File: src/rtl/mem_stream_pkg.sv
// Shared types and constants for the memory stream reader.
//   state_t   : command FSM states (IDLE, RUN, DRAIN)
//   BUF_DEPTH : entries in the output skid buffer
//   OCC_W     : width of the buffer occupancy count (0..BUF_DEPTH)
package mem_stream_pkg;

  typedef enum logic [1:0] {
    ST_IDLE  = 2'd0,
    ST_RUN   = 2'd1,
    ST_DRAIN = 2'd2
  } state_t;

  localparam int BUF_DEPTH = 2;
  localparam int OCC_W     = 2;

  localparam logic [OCC_W-1:0] OCC_EMPTY = 2'd0;
  localparam logic [OCC_W-1:0] OCC_ONE   = 2'd1;
  localparam logic [OCC_W-1:0] OCC_FULL  = 2'd2;

endpackage

File: src/rtl/mem_stream_skid_buf.sv
// Two-entry registered FIFO that absorbs the memory read latency and
// consumer backpressure. Push and pop in the same cycle are both honoured.
// Ports:
//   clk, rst_n : clock, asynchronous active-low reset
//   push, din  : write strobe and data (ignored when full and not popping)
//   pop        : remove head entry (ignored when empty)
//   occ        : current occupancy 0..2
//   head       : oldest entry, straight from a register
module mem_stream_skid_buf
  import mem_stream_pkg::*;
#(
  parameter int DATA_WIDTH = 4
) (
  input  logic                  clk,
  input  logic                  rst_n,
  input  logic                  push,
  input  logic [DATA_WIDTH-1:0] din,
  input  logic                  pop,
  output logic [OCC_W-1:0]      occ,
  output logic [DATA_WIDTH-1:0] head
);

  logic [DATA_WIDTH-1:0] head_r;
  logic [DATA_WIDTH-1:0] tail_r;
  logic [OCC_W-1:0]      occ_r;
  logic                  pop_ok_s;
  logic                  push_ok_s;

  // Qualify push/pop against the current fill level.
  always_comb begin
    pop_ok_s  = pop && (occ_r != OCC_EMPTY);
    push_ok_s = push && ((occ_r != OCC_FULL) || pop_ok_s);
  end

  // Entry storage and occupancy; head always holds the oldest word.
  always_ff @(posedge clk or negedge rst_n) begin
    if (!rst_n) begin
      head_r <= {DATA_WIDTH{1'b0}};
      tail_r <= {DATA_WIDTH{1'b0}};
      occ_r  <= OCC_EMPTY;
    end else begin
      case ({push_ok_s, pop_ok_s})
        2'b10: begin
          if (occ_r == OCC_EMPTY) begin
            head_r <= din;
          end else begin
            tail_r <= din;
          end
          occ_r <= occ_r + 2'd1;
        end
        2'b01: begin
          head_r <= tail_r;
          occ_r  <= occ_r - 2'd1;
        end
        2'b11: begin
          // Occupancy unchanged; the new word lands behind whatever remains.
          if (occ_r == OCC_ONE) begin
            head_r <= din;
          end else begin
            head_r <= tail_r;
            tail_r <= din;
          end
        end
        default: begin
          occ_r <= occ_r;
        end
      endcase
    end
  end

  assign occ  = occ_r;
  assign head = head_r;

endmodule

File: src/rtl/mem_stream_reader.sv
// Read-side engine for a 1R1W synchronous memory with a 1-cycle registered
// read. A start command walks the read port from base for len words and
// streams them out on a valid/ready interface at up to one word per cycle.
// Ports:
//   clk, rst_n      : clock, asynchronous active-low reset
//   start, base, len: command strobe (sampled in IDLE), first address, count
//   busy, done      : command active; 1-cycle completion pulse
//   ra, rd          : memory read address / read data (valid 1 cycle later)
//   out_valid, out_ready, out_data : output stream
module mem_stream_reader
  import mem_stream_pkg::*;
#(
  parameter int ADDR_WIDTH = 6,
  parameter int DATA_WIDTH = 4
) (
  input  logic                  clk,
  input  logic                  rst_n,
  input  logic                  start,
  input  logic [ADDR_WIDTH-1:0] base,
  input  logic [ADDR_WIDTH:0]   len,
  output logic                  busy,
  output logic                  done,
  output logic [ADDR_WIDTH-1:0] ra,
  input  logic [DATA_WIDTH-1:0] rd,
  output logic                  out_valid,
  input  logic                  out_ready,
  output logic [DATA_WIDTH-1:0] out_data
);

  localparam logic [ADDR_WIDTH:0]   CNT_ZERO = {(ADDR_WIDTH+1){1'b0}};
  localparam logic [ADDR_WIDTH:0]   CNT_ONE  = {{ADDR_WIDTH{1'b0}}, 1'b1};
  localparam logic [ADDR_WIDTH-1:0] ADDR_ONE = {{(ADDR_WIDTH-1){1'b0}}, 1'b1};

  state_t                state_r;
  state_t                state_n;
  logic                  busy_r;
  logic                  done_r;
  logic                  done_n;
  logic                  inflight_r;
  logic [ADDR_WIDTH-1:0] addr_r;
  logic [ADDR_WIDTH-1:0] ra_hold_r;
  logic [ADDR_WIDTH:0]   issue_cnt_r;
  logic [ADDR_WIDTH:0]   beat_cnt_r;
  logic [OCC_W-1:0]      occ_s;
  logic [DATA_WIDTH-1:0] head_s;
  logic                  room_s;
  logic                  beat_s;
  logic                  issue_s;
  logic                  load_s;

  mem_stream_skid_buf #(
    .DATA_WIDTH(DATA_WIDTH)
  ) u_buf (
    .clk  (clk),
    .rst_n(rst_n),
    .push (inflight_r),
    .din  (rd),
    .pop  (beat_s),
    .occ  (occ_s),
    .head (head_s)
  );

  // Issue decision: a read may go out when buffer plus in-flight word leave
  // room, or when a beat frees a slot this cycle (out_ready reaches ra here).
  always_comb begin
    room_s  = (occ_s == OCC_EMPTY) || ((occ_s == OCC_ONE) && !inflight_r);
    beat_s  = (occ_s != OCC_EMPTY) && out_ready;
    issue_s = (state_r == ST_RUN) && (room_s || beat_s);
    load_s  = (state_r == ST_IDLE) && start && (len != CNT_ZERO);
  end

  // Next-state and completion-pulse logic.
  always_comb begin
    state_n = state_r;
    done_n  = 1'b0;
    case (state_r)
      ST_IDLE: begin
        if (start) begin
          if (len != CNT_ZERO) begin
            state_n = ST_RUN;
          end else begin
            done_n = 1'b1;
          end
        end else begin
          state_n = ST_IDLE;
        end
      end
      ST_RUN: begin
        if (issue_s && (issue_cnt_r == CNT_ONE)) begin
          state_n = ST_DRAIN;
        end else begin
          state_n = ST_RUN;
        end
      end
      ST_DRAIN: begin
        if (beat_s && (beat_cnt_r == CNT_ONE)) begin
          state_n = ST_IDLE;
          done_n  = 1'b1;
        end else begin
          state_n = ST_DRAIN;
        end
      end
      default: begin
        state_n = ST_IDLE;
      end
    endcase
  end

  // Command state, address walk and word counters.
  always_ff @(posedge clk or negedge rst_n) begin
    if (!rst_n) begin
      state_r     <= ST_IDLE;
      busy_r      <= 1'b0;
      done_r      <= 1'b0;
      inflight_r  <= 1'b0;
      addr_r      <= {ADDR_WIDTH{1'b0}};
      ra_hold_r   <= {ADDR_WIDTH{1'b0}};
      issue_cnt_r <= CNT_ZERO;
      beat_cnt_r  <= CNT_ZERO;
    end else begin
      state_r    <= state_n;
      busy_r     <= (state_n != ST_IDLE);
      done_r     <= done_n;
      inflight_r <= issue_s;
      if (load_s) begin
        addr_r      <= base;
        issue_cnt_r <= len;
        beat_cnt_r  <= len;
      end else begin
        if (issue_s) begin
          addr_r      <= addr_r + ADDR_ONE;
          issue_cnt_r <= issue_cnt_r - CNT_ONE;
          ra_hold_r   <= addr_r;
        end else begin
          ra_hold_r <= ra_hold_r;
        end
        if (beat_s) begin
          beat_cnt_r <= beat_cnt_r - CNT_ONE;
        end else begin
          beat_cnt_r <= beat_cnt_r;
        end
      end
    end
  end

  assign ra        = issue_s ? addr_r : ra_hold_r;
  assign busy      = busy_r;
  assign done      = done_r;
  assign out_valid = (occ_s != OCC_EMPTY);
  assign out_data  = head_s;

endmodule
File: config.mk
export PLATFORM = sky130hd
export DESIGN_NAME = mem_stream_reader
export DESIGN_NICKNAME = d
export VERILOG_FILES = /design/src/rtl/mem_stream_pkg.sv /design/src/rtl/mem_stream_skid_buf.sv /design/src/rtl/mem_stream_reader.sv
export SDC_FILE = /design/constraint.sdc
export NUM_CORES = 1
export LEC_CHECK = 0
export CAP_MARGIN = 20
export CORE_MARGIN = 4
export CORE_UTILIZATION = 45
export DETAILED_ROUTE_END_ITERATION = 10
export PLACE_DENSITY = 0.73
export SLEW_MARGIN = 20
export SYNTH_ARGS = -nofsm -noshare
export SYNTH_HDL_FRONTEND = slang
export SYNTH_SLANG_ARGS = --single-unit
export TNS_END_PERCENT = 100
File: constraint.sdc
create_clock -name clk -period 2.2 [get_ports clk]
set_input_delay 0.44 -clock clk [delete_from_list [all_inputs] [get_ports clk]]
set_output_delay 0.44 -clock clk [all_outputs]
set_load 0.05 [all_outputs]
== Yosys cells after proc, flatten, opt, wreduce, memory -nomap -nowiden ==
Cells that the tools add are included.
Storage, ports and cells
  register bits after elaboration: 41
  latch bits: 0
  memory bits (writable): 0
  ROM bits: 0
  input bits: 21
  output and inout bits: 13
  word-level logic and storage cells: 76
  memories kept: 0
Cells by class
  $add $sub $neg: 5
  multipliers: 0
  div/mod/pow operators: 0
  $lt $le $gt $ge: 0
  eq/ne operators: 12
  shift operators: 0
  multiplexer cells: 23
  bitwise logic cells: 0
  reduce and logical (&&, ||, !) cells: 25
Operators with widths (number)
  $mux 7: 4
  $mux 6: 3
  $mux 4: 4
  $eq 7x1->1 const B: 2
  $sub 7x1->7 const B: 2
  $pmux 4 s3: 1
  $reduce_bool 2->1: 6
  $logic_and 1x1->1: 9
  $mux 2: 4
  $ne 2x2->1 const B: 4
  $pmux 4 s2: 1
  $reduce_bool 7->1: 1
  $add 6x1->6 const B: 1
  $eq 2x1->1 const B: 3
  $eq 2x2->1 const B: 3
  $pmux 2 s3: 1
  $logic_not 2->1: 2
  $pmux 2 s2: 1
  $logic_or 1x1->1: 3
  $mux 1: 3
  $reduce_and 3->1: 1
  $reduce_bool 3->1: 1
  $add 2x1->2 const B: 1
  $pmux 1 s2: 1
  other kinds (3): 3

== Depth between registers and ports, before layout ==
  depth after elaboration: 9
  mapped depth: 9
  gate-level depth less buffers: 7

== Cells and area by module ==
A second synthesis with hierarchy kept.
Unflattened totals
  cells, all modules: 220
  area total of the unflattened synthesis: 2224.6 µm²
By module, submodules not included
  mem_stream_reader: times used 1, cells each 169, area an instance 1662.8 µm², seq. area each 775.7 µm²
  mem_stream_skid_buf: times used 1, cells each 51, area an instance 561.8 µm², seq. area each 250.2 µm²

== Least setup slack after synthesis ==
OpenSTA, ideal clock, no wires.
  path type: register to output
  start point: register u_buf.occ_r[0], in the netlist u_buf.occ[0]
  end point: output ra[4]
  arrival time: 2321 ps
  required time: 1760 ps
  setup slack: -561 ps
  cell stages (with the launch flop): 8
  path buffers: 2
  cell sequence: dfrtp_1 -> inv_1 -> ha_1 -> nor2_1 -> a21o_1 -> buf_2 -> clkbuf_1 -> o21ai_0
Between the ends
  cells in the longest elaborated chain, start to end: 6
  elaborated cells on any way between the ends: 9
  those cells by class: 1 x eq/ne; 1 x mux; 7 x reduce/logical
RTL lines
  start: declaration: RTL line mem_stream_skid_buf.sv:25  | logic [OCC_W-1:0] occ_r;
  start signal: assignment: RTL line mem_stream_skid_buf.sv:49  | occ_r <= occ_r + 2'd1;
  start signal: assignment: RTL line mem_stream_skid_buf.sv:53  | occ_r <= occ_r - 2'd1;
  start signal: assignment: RTL line mem_stream_skid_buf.sv:65  | occ_r <= occ_r;
  $eq 2x1->1: RTL line mem_stream_reader.sv:66  | room_s = (occ_s == OCC_EMPTY) || ((occ_s == OCC_ONE) && !inflight_r);
  $logic_and 1x1->1: RTL line mem_stream_reader.sv:66
  $logic_or 1x1->1: RTL line mem_stream_reader.sv:66
  $logic_or 1x1->1 *: RTL line mem_stream_reader.sv:68  | issue_s = (state_r == ST_RUN) && (room_s || beat_s);
  $logic_and 1x1->1 *: RTL line mem_stream_reader.sv:68
  $mux 6 *
  end: declaration: RTL line mem_stream_reader.sv:23  | output logic [ADDR_WIDTH-1:0] ra,
Every way passes the cells marked *; elsewhere a longest branch is shown, timed or not.

== Worst setup path in the final report ==
  start point: register u_buf.occ_r[1], in the netlist u_buf.occ[1]
  end point: output ra[4]
Same word-level chain as after synthesis.

==> impl_metrics.tcl <==
set metrics [dict create \
    path_clk_slew_ns 0.08 \
    grt_pass1_vias 1707 \
    row_count 24 \
    power_mw 4.981 \
    p_clk_share_pct 12.7 \
    synth_cell_type_count 42 \
    path_max_fanout 9 \
    cts_made_buffers 5 \
    yosysWarnings 0 \
    powerDensity_mw_per_mm2 1706 \
    antenna_found_initial 0 \
    status "complete, no violations" \
    vias 1824 \
    met2_wirelength_um 2085 \
    initial_core_util_pct 47.97 \
    synth_most_common_cell "dfrtp_1" \
    wl_met3_um 273 \
    route.top_layer_used "met4" \
    grt_max_degree 42 \
    cts_tree "done" \
    routabilityCongestion 0.8296 \
    cts_sinks 41 \
    p_seq_share_pct 29.6 \
    syn_area_mm2 0.002161 \
    core-area_mm2 0.004504 \
    wl_met1_um 2253 \
    post_drt_wl_per_cell_um 14.05 \
    grtUsageTotal_pct 16.94 \
    area_growth_pct 35.09 \
    overflow 0 \
    async_flop_share_pct 100.0 \
    dr.pass1.iters 4 \
    mappedNetlistNets 254 \
    final-max-slew-violation-count 0 \
    place_area_mm2 0.002700 \
    via_per_inst 5.461 \
    nets 310 \
    fin_area_mm2 0.002919 \
    synth-seq-cells 41 \
    holdWs_ns 0.1974 \
    critPathRequiredTime_ns 1.76 \
    p_sw_share_pct 44.32 \
    peakVddDrop_mv 0.9443 \
    layout-drive-gt1-share_pct 25.53 \
    cap_violations 0 \
    synth_edf_count 0 \
    rsz0062_at_grt "yes" \
    syn_area_per_cell_um2 9.604 \
    setup-tns-final_ns 0 \
    drtAntennaViolNets 0 \
    internal_power_mw 2.773 \
    start_kind "flip-flop" \
    period_needed_ns 2.158 \
    cts-root-buf "clkbuf_8" \
    synth_ff_type "dfrtp_1" \
    max_slew.worst_pin.slew_ns 0.5311 \
    setup_violations 0 \
    seq_area_frac_synth_pct 47.48 \
    cts_buffer_depth 2 \
    path_class "flip-flop to output pin" \
    drt_iter0_drc 87 \
    routed_wl_um 4692 \
    worstPathArrival_ns 1.72 \
    combPwrFrac_pct 57.7 \
    p_leak_nw 1.279 \
    io_pins 34 \
    end_kind "output pin" \
    p_sw_mw 2.208 \
    clock_latency_ns 0.29 \
    relSlewSlack_pct 64.36 \
    hpwl_um 3409 \
    die_x_um 77.30 \
    synth_top_area_share_pct 47.48 \
    diodes 0 \
    netlist_top_cells_area "dfrtp_1, nand2_1, ha_1, mux2i_1, a21oi_1" \
    port_buffers 33 \
    hold_viol_final 0 \
    die_h_um 77.30 \
    hold_class "input port to async pin" \
    grt_pass1_wl_um 8100 \
    min_period_over_period_pct 98.08 \
    yosys-top-cells-count "dfrtp_1, nand2_1, nor2_1" \
    htreeDepth 2 \
    drc 0 \
    postCtsHoldBufs 0 \
    finClkSkew_ns 0.005761 \
    dieArea_mm2 0.005975 \
    synthesis.instances 225 \
    synth.largest_area_cell "dfrtp_1" \
    timing.fmax_ghz 0.4634 \
]
-- power by group through the flow --
stage          Combinational [mW]  Clock, mW  Sequential, mW
2_1_floorplan                1.74          0            1.54
3_3_place_gp                 2.60          0            1.45
3_5_place_dp                 2.65          0            1.47
4_1_cts                      2.83      0.648            1.46
5_1_grt                      3.14      0.680            1.54
6_report                     2.87      0.632            1.48
-- through the flow --
step | setup slack, ns | instances | util, %
after floorplan | 0.01306 | 225 | -
after global placement | -0.2126 | 323 | 59.94
after detailed placement | -0.2359 | 323 | 59.94
after CTS | 0.0005030 | 333 | 64.03
after global routing | -0.03932 | 334 | 64.81
final | 0.04225 | 334 | 64.81
-- path summary, 6_finish.rpt --
check,from,endpoint,slack (ns),depth (start not counted)
max in group asynchronous,rst_n,u_buf.occ[0]$_DFFE_PN0P_,1.63,2
min in group clk,ra_hold_r[0]$_DFFE_PN0N_,ra_hold_r[0]$_DFFE_PN0N_,0.49,2
worst max-delay path,u_buf.occ[1]$_DFFE_PN0P_,ra[4],0.04,7
worst min register to register,ra_hold_r[0]$_DFFE_PN0N_,ra_hold_r[0]$_DFFE_PN0N_,0.49,2
worst max register to register,u_buf.occ[0]$_DFFE_PN0P_,addr_r[5]$_DFFE_PN0P_,0.35,9
worst min-delay path,rst_n,u_buf.occ[0]$_DFFE_PN0P_,0.20,2
-- state kept, by name (all words and copies together) (netlist names) --
| signal | flops |
|---|---|
| addr_r | 6 |
| beat_cnt_r | 7 |
| busy | 1 |
| done | 1 |
| inflight_r | 1 |
| issue_cnt_r | 7 |
| ra_hold_r | 6 |
| state_r | 2 |
| u_buf.head | 4 |
| u_buf.occ | 2 |
| u_buf.tail_r | 4 |
-- area by class of cell --
type                    count  area [um^2]
repair buffers             58        539.3
inverters                  10        42.54
clock buffers               7        86.33
flip-flops and latches     41         1027
multi-input cells         165         1129
fillers                   396         1585
clock inverters             1        30.03
well taps                  52        65.06
-- layout by cell type, fill, tap and decap left out, drive strengths merged, types with 2 or more instances in the layout --
master / synthesis / final
a211oi: 2 / 2
nand2: 34 / 34
clkdlybuf4s50: 0 / 25
nand4: 4 / 4
o22ai: 2 / 2
a21o: 3 / 3
nor2b: 3 / 3
xnor2: 5 / 5
buf: 3 / 33
xor2: 3 / 3
nand2b: 6 / 6
clkbuf: 6 / 7
a31o: 2 / 2
a31oi: 2 / 2
a221o: 2 / 2
mux2: 5 / 5
o211ai: 3 / 3
a22oi: 2 / 2
ha: 8 / 8
inv: 9 / 9
nand3: 8 / 8
nor4: 5 / 5
mux2i: 8 / 8
dfrtp: 41 / 41
nor2: 17 / 17
nor3: 5 / 5
o21ai: 12 / 12
a21oi: 13 / 13
-- per-layer routing --
layer / GRT usage (%) / up-vias
met4: 6.050 / 0
met1: 23.98 / 861
met3: 4.215 / 9
met2: 25.04 / 45
li1: - / 909
met5: 0 / -
-- logic make-up (layout without fill, tap and decap cells) --
kind of cell | after synthesis | after routing | synth area share [%]
and+or+nand+nor | 86 | 86 | 18.65
AOI/OAI and AO/OA | 50 | 50 | 15.92
DFF | 41 | 41 | 47.48
buffers and inverters | 19 | 76 | 3.590
muxes | 13 | 13 | 6.485
adders and majority gates | 8 | 8 | 4.632
xor gates and xnor gates | 8 | 8 | 3.243
-- critical path: stages, from the launching register on --
cell and delay, ns:
dfrtp_1 0.40, inv_2 0.10, ha_4 0.15, nand2b_1 0.07, a21o_4 0.25, buf_12 0.14
o21ai_2 0.15, buf_12 0.15
-- repair_timing --
action / 4_1_cts / 5_1_grt
pin swaps: 2 / 1
setup buffers: 2 / 1
gates cloned: 0 / 0
gates resized for setup: 18 / 7
setup endpoints to repair: 6 / 6
No activity file was read; power rests on OpenSTA's default activity.
